**config.mk**
```make
export PLATFORM = sky130hd
export DESIGN_NAME = ir_decode_seq
export DESIGN_NICKNAME = d
export VERILOG_FILES = /design/src/rtl/ir_decode_seq.sv
export SDC_FILE = /design/constraint.sdc
export NUM_CORES = 1
export LEC_CHECK = 0
export ABC_AREA = 0
export CORE_ASPECT_RATIO = 0.7
export CORE_MARGIN = 2
export CORE_UTILIZATION = 43
export CTS_CLUSTER_SIZE = 16
export DETAILED_ROUTE_END_ITERATION = 8
export PLACE_DENSITY = 0.83
export SKIP_CTS_REPAIR_TIMING = 1
export SLEW_MARGIN = 20
export SYNTH_ARGS = -nofsm -noshare
export SYNTH_HDL_FRONTEND = slang
export SYNTH_SLANG_ARGS = --single-unit
```
**constraint.sdc**
```tcl
create_clock -name CLK -period 2.1 [get_ports CLK]
set_clock_uncertainty 0.1 [all_clocks]
set_input_delay 0.42 -clock CLK [delete_from_list [all_inputs] [get_ports CLK]]
set_output_delay 0.42 -clock CLK [all_outputs]
set_load 0.01 [all_outputs]
```
**src/rtl/ir_decode_seq.sv**
```systemverilog
// ir_decode_seq: sequence counter, phase tracker and instruction decoder for
// the Mano CPU. Sits downstream of the instruction register (REG_IR loads at
// t==1) and supplies timing and decoded instruction fields to the control unit.
//
// Ports:
//   CLK, RST_N   clock (rising edge), asynchronous active-low reset
//   START        single-cycle pulse, enters the run state when idle
//   CLR_SC       execution complete, clears the sequence counter
//   Q_IR         instruction register contents (bits [15:0] decoded)
//   t            sequence counter value
//   T            one-hot decode of t, all zeros when not running
//   PHASE        0=IDLE 1=FETCH 2=DECODE 3=EXEC
//   D, I_BIT, B  registered opcode one-hot, indirect bit, address field
//   MEM_REF, REG_REF, IO_REF  instruction class, derived from D/I_BIT
//   RUN          run state
//   SC_ERR       sticky: counter wrapped without CLR_SC
//   INSTR_CNT    completed-instruction count (only with IR_DECODE_INSTR_CNT_EN)
//
// Optional feature macro: IR_DECODE_INSTR_CNT_EN adds the INSTR_CNT output.

module ir_decode_seq #(
    parameter int unsigned SC_W = 3,
    parameter int unsigned IR_W = 16
) (
    input  logic                  CLK,
    input  logic                  RST_N,
    input  logic                  START,
    input  logic                  CLR_SC,
    input  logic [IR_W-1:0]       Q_IR,
    output logic [SC_W-1:0]       t,
    output logic [(1<<SC_W)-1:0]  T,
    output logic [1:0]            PHASE,
    output logic [7:0]            D,
    output logic                  I_BIT,
    output logic [11:0]           B,
    output logic                  MEM_REF,
    output logic                  REG_REF,
    output logic                  IO_REF,
    output logic                  RUN,
    output logic                  SC_ERR
`ifdef IR_DECODE_INSTR_CNT_EN
    ,
    output logic [15:0]           INSTR_CNT
`endif
);

    localparam int unsigned T_W = 1 << SC_W;

    typedef enum logic [1:0] {
        PH_IDLE   = 2'd0,
        PH_FETCH  = 2'd1,
        PH_DECODE = 2'd2,
        PH_EXEC   = 2'd3
    } phase_t;

    phase_t          ph_q, ph_n;
    logic            run_q, run_n;
    logic [SC_W-1:0] sc_q, sc_n;
    logic [T_W-1:0]  oh_q, oh_n;
    logic            err_q, err_n;
    logic [7:0]      d_q, d_n;
    logic            ib_q, ib_n;
    logic [11:0]     b_q, b_n;
    logic            hlt;
`ifdef IR_DECODE_INSTR_CNT_EN
    logic [15:0]     cnt_q, cnt_n;
`endif

    // HLT is a register-reference instruction with B[0] set, acted on at t==3
    assign hlt = run_q && (sc_q == SC_W'(3)) && d_q[7] && !ib_q && b_q[0];

    // Next-state logic for counter, run state, phase and decoded fields
    always_comb begin
        run_n = run_q;
        sc_n  = sc_q;
        err_n = err_q;
        d_n   = d_q;
        ib_n  = ib_q;
        b_n   = b_q;
        ph_n  = PH_IDLE;
        oh_n  = '0;
`ifdef IR_DECODE_INSTR_CNT_EN
        cnt_n = cnt_q;
`endif

        if (!run_q) begin
            if (START) begin
                run_n = 1'b1;
                sc_n  = '0;
            end
        end else if (hlt) begin
            // HLT wins over a simultaneous CLR_SC; the end state is the same
            run_n = 1'b0;
            sc_n  = '0;
`ifdef IR_DECODE_INSTR_CNT_EN
            cnt_n = cnt_q + 16'd1;
`endif
        end else if (CLR_SC) begin
            sc_n  = '0;
`ifdef IR_DECODE_INSTR_CNT_EN
            cnt_n = cnt_q + 16'd1;
`endif
        end else if (sc_q == SC_W'(T_W - 1)) begin
            // Runaway instruction: wrap into a fresh fetch and flag it
            sc_n  = '0;
            err_n = 1'b1;
        end else begin
            sc_n  = sc_q + SC_W'(1);
        end

        // IR was loaded at the t==1 edge, so it is stable at the t==2 edge
        if (run_q && (sc_q == SC_W'(2))) begin
            d_n  = 8'(1) << Q_IR[14:12];
            ib_n = Q_IR[15];
            b_n  = Q_IR[11:0];
        end

        if (run_n) begin
            oh_n = T_W'(1) << sc_n;
            if (sc_n <= SC_W'(1)) begin
                ph_n = PH_FETCH;
            end else if (sc_n == SC_W'(2)) begin
                ph_n = PH_DECODE;
            end else begin
                ph_n = PH_EXEC;
            end
        end
    end

    // State register
    always_ff @(posedge CLK or negedge RST_N) begin
        if (!RST_N) begin
            ph_q  <= PH_IDLE;
            run_q <= 1'b0;
            sc_q  <= '0;
            oh_q  <= '0;
            err_q <= 1'b0;
            d_q   <= '0;
            ib_q  <= 1'b0;
            b_q   <= '0;
`ifdef IR_DECODE_INSTR_CNT_EN
            cnt_q <= '0;
`endif
        end else begin
            ph_q  <= ph_n;
            run_q <= run_n;
            sc_q  <= sc_n;
            oh_q  <= oh_n;
            err_q <= err_n;
            d_q   <= d_n;
            ib_q  <= ib_n;
            b_q   <= b_n;
`ifdef IR_DECODE_INSTR_CNT_EN
            cnt_q <= cnt_n;
`endif
        end
    end

    assign t      = sc_q;
    assign T      = oh_q;
    assign PHASE  = ph_q;
    assign RUN    = run_q;
    assign SC_ERR = err_q;
    assign D      = d_q;
    assign I_BIT  = ib_q;
    assign B      = b_q;

    // D is all zeros only before the first capture, so gating on |D keeps
    // every class strobe low out of reset
    assign MEM_REF = (|d_q) & ~d_q[7];
    assign REG_REF = d_q[7] & ~ib_q;
    assign IO_REF  = d_q[7] & ib_q;

`ifdef IR_DECODE_INSTR_CNT_EN
    assign INSTR_CNT = cnt_q;
`endif

endmodule

```
==> impl_results.md, run 1 <==
* Status: finished clean
* M3 GR Usage at 7.24%
* DRC at 0
* Min Tclk post-route at 2.02 ns
* Gr ovfl total at 0
* CTS root buf: clkbuf_8
* Iter 0 DRT Violations at 93
* Syn Nets at 136
* Fmax at 494 MHz
* Worst-skew pair later-pin latency at 0.29 ns
* Synth Instances at 112
* Critical Path AT at 2.10 ns
* Post-Route WL at 3.53 mm
* Power per cell area at 1190 nW/um^2
* Worst EP required at 2.17 ns
* Busiest grt layer: met2
* Startpoint types: flop
* Largest net degree at the start of global routing at 37
* Die Footprint at 3980 um^2
* Met2 Track Usage GR at 31.6%
* Final Max Slew Viols at 0
* Least-Margin Pin Slew at 0.446 ns
* Synth-to-Final Area Change at 50.7%
* Most common cell after layout, fill and taps aside: clkdlybuf4s50_1
* Synth Area in Adders at 3.34%
* Final Cycle Share at 96.3%
* Clock transition at path regs at 0.07 ns
* Routing usage on met1 at 25.1%
* FF+latch area at 901 um^2
* Number of synthesized register bits at 36
* First-pass GRT wire length at 5.63 mm
* Antenna violations before repair at 0
* Clk buf depth at 2
* Tot GR Track Use at 20.0%
* Die Y at 53.4 um
* Vias at 1161
* Final Setup Violations at 0
* Crit Path Max Fanout at 6
* Post-route cell area at 2250 um^2
* Cts bufs inserted at 5
* Avg Inst Size Synth at 13.4 um^2
* Post-route setup slack at 0.0774 ns
* Post-Route Setup TNS at 0 ns
* Synth Area in Compound Gates at 9.36%
* Synthesized area at 1500 um^2
* Proportion of synthesized area in mux cells at 9.78%
* Nets at 201
* Drt wl/cell at 15.7 um
* Final Util at 69.7%
* Crit end category: flop
* Num ports at 59
* N_diodes at 0
* IO buf count at 58
* HPWL Detailed at 2.67 mm
* Largest family of logic cells by synthesized area: simple AND/OR/NAND/NOR gates
* H-tree depth at 2
* Fin. Hold Viols at 0
* Sequential-to-total area share from yosys stat at 60.2%
* Post-synthesis xor/xnor area fraction at 0%
* Post-Synth Simple-Gate Area at 14.4%
* Post-DRT Antenna Nets at 0
* Dpl ws at 0.103 ns
* Placed instance area at 2140 um^2
* Synth Warn # at 0
* Clk sinks at 36
* Routability-driven placement congestion ratio at 0.819
* Leak Pwr at 0.00101 uW
* R2r setup slk at 0.08 ns
* Crit path kind: flop to flop
* Area occupied by multi-input gates at 567 um^2
* Most frequent cells in the layout: 57 x clkdlybuf4s50_1, 36 x dfrtp_1, 13 x mux2_2, 11 x nand2_1
* Vias/cell at 5.16
* MaxCap Viol Count at 0
* Chip width at 74.5 um
* Worst relative slew slack at 70.3%
* TritonRoute pass-1 iters at 4
* VDD IR-drop max at 0.000684 V
* Vias in the first global route at 1206
* CTS tree: built
* Hold/Removal Path Class: flop to flop
* Core area at 3230 um^2
* # rows at 17
* Fill count at 223
* RSZ-0062 raised after global routing: false
* Layout cells sized above 1 at 18.5%
* Synth unique cells at 29
* Initial Utilization at 46.3%
## synth_stat cells
library cell,instances,share of area [%]
mux2_2,13,9.8
nor2b_1,1,0.42
a41oi_1,1,0.59
and4b_1,1,0.67
ha_1,4,3.3
inv_2,2,0.50
nand4b_1,1,0.59
nor2_2,1,0.42
nand4b_4,1,1.6
nor4_1,5,2.1
a21o_1,1,0.50
nand2_1,11,2.8
a41o_1,1,0.67
buf_2,2,0.67
a22oi_4,2,2.8
nor4b_2,2,2.0
a21oi_1,1,0.33
clkbuf_1,1,0.25
nor3_1,5,1.7
nand3_1,2,0.67
o31ai_1,2,1.0
o41ai_1,4,2.3
dfrtp_1,36,60
nor4b_1,1,0.59
a31oi_1,1,0.42
and2_1,1,0.42
o21ai_0,2,0.67
inv_1,6,1.5
nand3b_1,1,0.50
## registers in the layout, summed over array words and instances, names as in the netlist
| register | cells |
|---|---|
| B | 12 |
| D | 8 |
| I_BIT | 1 |
| PHASE | 2 |
| RUN | 1 |
| SC_ERR | 1 |
| T | 8 |
| t | 3 |
## power breakdown
part	internal [uW]	total, uW	switching [uW]
registers	915	1080	169
clock network	262	505	243
logic	667	1090	425
## routing by layer
| metal | vias to the layer above | wire (um) |
|---|---|---|
| met3 | 7 | 218 |
| met4 | 0 | 48 |
| li1 | 537 | - |
| met5 | - | 0 |
| met1 | 572 | 1490 |
| met2 | 45 | 1770 |
## final timing paths
path                            endpoint  startpoint  cells after the start
min in group asynchronous          B[11]       RST_N                      2
max in group asynchronous           B[4]       RST_N                      2
worst max-delay path                T[3]        t[0]                      5
worst max register to register      T[3]        t[0]                      5
worst min register to register    SC_ERR      SC_ERR                      1
worst min-delay path              SC_ERR      SC_ERR                      1
## area by class of cell
cell class / count / area share, %
Tap cell: 47 / 2.61
Multi-Input combinational cell: 65 / 25.1
Clock buffer: 6 / 3.66
Sequential cell: 36 / 40.0
Timing Repair Buffer: 61 / 26.9
Clock inverter: 2 / 0.444
Inverter: 8 / 1.33
## kinds of logic (layout without fill, tap and decap cells)
group | count (synthesis) | in the layout
AOI/OAI and AO/OA | 15 | 15
adders and majority gates | 4 | 4
buffers and inverters | 11 | 77
DFF | 36 | 36
muxes | 13 | 13
and+or+nand+nor | 33 | 33
## per-stage QoR
stage,hold WS (ns),cells,total power (uW)
5_1_grt,0.413,225,2830
3_3_place_gp,0.387,217,2140
4_1_cts,0.381,225,2690
2_1_floorplan,0.0244,112,1520
6_report,0.382,225,2680
3_5_place_dp,0.359,217,2190
## critical path, stage by stage (launching register included)
cell	delay, ns
dfrtp_1	0.46
ha_1	0.26
ha_1	0.26
nor4b_2	0.39
a22oi_4	0.13
nor4_1	0.31
(Power assumes the default switching activity.)
==> run 2, diff against run 1 <==
Settings changed: RECOVER_POWER from default to 50.
==> run 2 against run 1 <==
Compared with the run above:
- register-to-register slack hardly changed
- wire length down 0.68%
- critical path depth did not move
- clock power barely moved
- non-clock buffer count is the same
- combinational power about the same
- sequential power about the same
- hold slack got worse by 0.0075 ns
- critical endpoint unchanged
- highest routed layer unchanged
==> impl_results.md, run 2 (same netlist as run 1, synthesis figures left out) <==
* Least-Margin Pin Slew at 0.863 ns
* Die Y at 53.4 um
* Hold/Removal Path Class: flop to flop
* DRC at 0
* Dpl cells at 217
* Switching share of power at 31.4%
* Combinational share of power at 40.4%
* Hold Slack at 0.375 ns
* # rows at 17
* Most common cell after layout, fill and taps aside: clkdlybuf4s50_1
* Tot GR Track Use at 20.0%
* Power per cell area at 1180 nW/um^2
* VDD IR-drop max at 0.000682 V
* Fmax at 493 MHz
* HPWL Detailed at 2.67 mm
* RSZ-0062 raised after global routing: false
* Layout cells sized above 1 at 18.5%
* CTS tree: built
* Vias in the first global route at 1206
* CP Cell Sequence: ha_1 > ha_1 > nor4b_2 > a22oi_4 > nor4_1
* Final Setup Violations at 0
* Largest net degree at the start of global routing at 37
* Die Footprint at 3980 um^2
* Largest register FFs at 12
* Net Switching at 834 uW
* Drt wl/cell at 15.6 um
* Vias at 1157
* TritonRoute pass-1 iters at 4
* Clk sinks at 36
* H-tree depth at 2
* Nets at 201
* Final Cycle Share at 96.5%
* Worst EP required at 2.17 ns
* WP buf/inv at 0
* Worst relative slew slack at 42.5%
* First-pass GRT wire length at 5.63 mm
* Num ports at 59
* CP most frequent cell: ha_1
* Most frequent cells in the layout: 46 x clkdlybuf4s50_1, 36 x dfrtp_1, 13 x mux2_2, 11 x nand2_1, 11 x dlygate4sd3_1
* Vias/cell at 5.14
* Critical path's largest stage delay at 0.46 ns
* Final Max Slew Viols at 0
* Clock share of power at 18.9%
* Dpl ws at 0.103 ns
* Iter 0 DRT Violations at 92
* Post-Route Setup TNS at 0 ns
* Initial Utilization at 46.3%
* Worst-skew pair later-pin latency at 0.29 ns
* Fin. Hold Viols at 0
* CP max stage cell: dfrtp_1
* Synth-to-Final Area Change at 50.3%
* Crit path kind: flop to flop
* Gr ovfl total at 0
* Antenna violations before repair at 0
* P_int at 1830 uW
* Kind of cell adding the most delay to the critical path: simple AND/OR/NAND/NOR gates
* Crit Path Max Fanout at 6
* Cts bufs inserted at 5
* MaxCap Viol Count at 0
* IO buf count at 58
* Layout Cells excl Fill at 225
* Post-route setup slack at 0.0733 ns
* Status: finished clean
* Clk buf depth at 2
* Crit end category: flop
* Routability-driven placement congestion ratio at 0.819
* Leak Pwr at 0.00103 uW
* Core area at 3230 um^2
* Startpoint types: flop
* Clock transition at path regs at 0.07 ns
* Chip width at 74.5 um
* Post-Route WL at 3.51 mm
* Min Tclk post-route at 2.03 ns
* Post-DRT Antenna Nets at 0
* Share of power burned in registers at 40.7%
* N_diodes at 0
* Critical Path AT at 2.10 ns
* CTS root buf: clkbuf_8
-- run 2: cell types whose count changed in the layout (fill, tap and decap cells not counted) --
cell | previous run | this run
clkdlybuf4s50_1 | 57 | 46
dlygate4sd3_1 | 0 | 11
buf_4 | 3 | 1
clkbuf_2 | 0 | 2
-- run 2: power by group through the flow --
stage          Sequential [uW]  Clock, uW  Combinational, uW
2_1_floorplan             1170          0                344
3_3_place_gp              1080          0               1060
3_5_place_dp              1100          0               1090
4_1_cts                   1080        510               1100
5_1_grt                   1120        541               1150
6_report                  1080        503               1080
-- run 2: per-stage QoR --
| step | utilization, % | cell area (um^2) | total power [uW] |
|---|---|---|---|
| after floorplan | - | 1500 | 1520 |
| after global placement | 66.3 | 2140 | 2140 |
| after detailed placement | 66.3 | 2140 | 2190 |
| after CTS | 69.2 | 2240 | 2690 |
| after global routing | 69.6 | 2250 | 2810 |
| final | 69.6 | 2250 | 2660 |
-- run 2: worst paths after layout --
kind,startpoint,to,slack [ns],cells past startpoint
max,t[0],T[3],0.07,5
min,SC_ERR,SC_ERR,0.37,1
max reg2reg,t[0],T[3],0.07,5
min reg2reg,SC_ERR,SC_ERR,0.37,1
max in group asynchronous,RST_N,B[4],0.68,2
min in group asynchronous,RST_N,B[11],0.68,2
-- run 2: worst register-to-register path, stage by stage (launching register included) --
cell and delay [ns]:
dfrtp_1 0.46, ha_1 0.26, ha_1 0.26, nor4b_2 0.39
a22oi_4 0.13, nor4_1 0.32
-- run 2: area by class of cell --
class	count	area, um^2
inverter	8	30.0
timing repair buffer	61	601
multi-input combinational	65	567
fill	224	983
clock inverter	2	10.0
clock buffer	6	82.6
sequential	36	901
tap	47	58.8
-- run 2: per-layer routing --
| metal | vias to the layer above | share of wire [%] | track usage [%] |
|---|---|---|---|
| met5 | - | 0 | 0 |
| met4 | 0 | 0.97 | 8.33 |
| met3 | 5 | 6.2 | 7.24 |
| met2 | 37 | 51 | 31.6 |
| met1 | 576 | 42 | 25.1 |
| li1 | 539 | - | - |
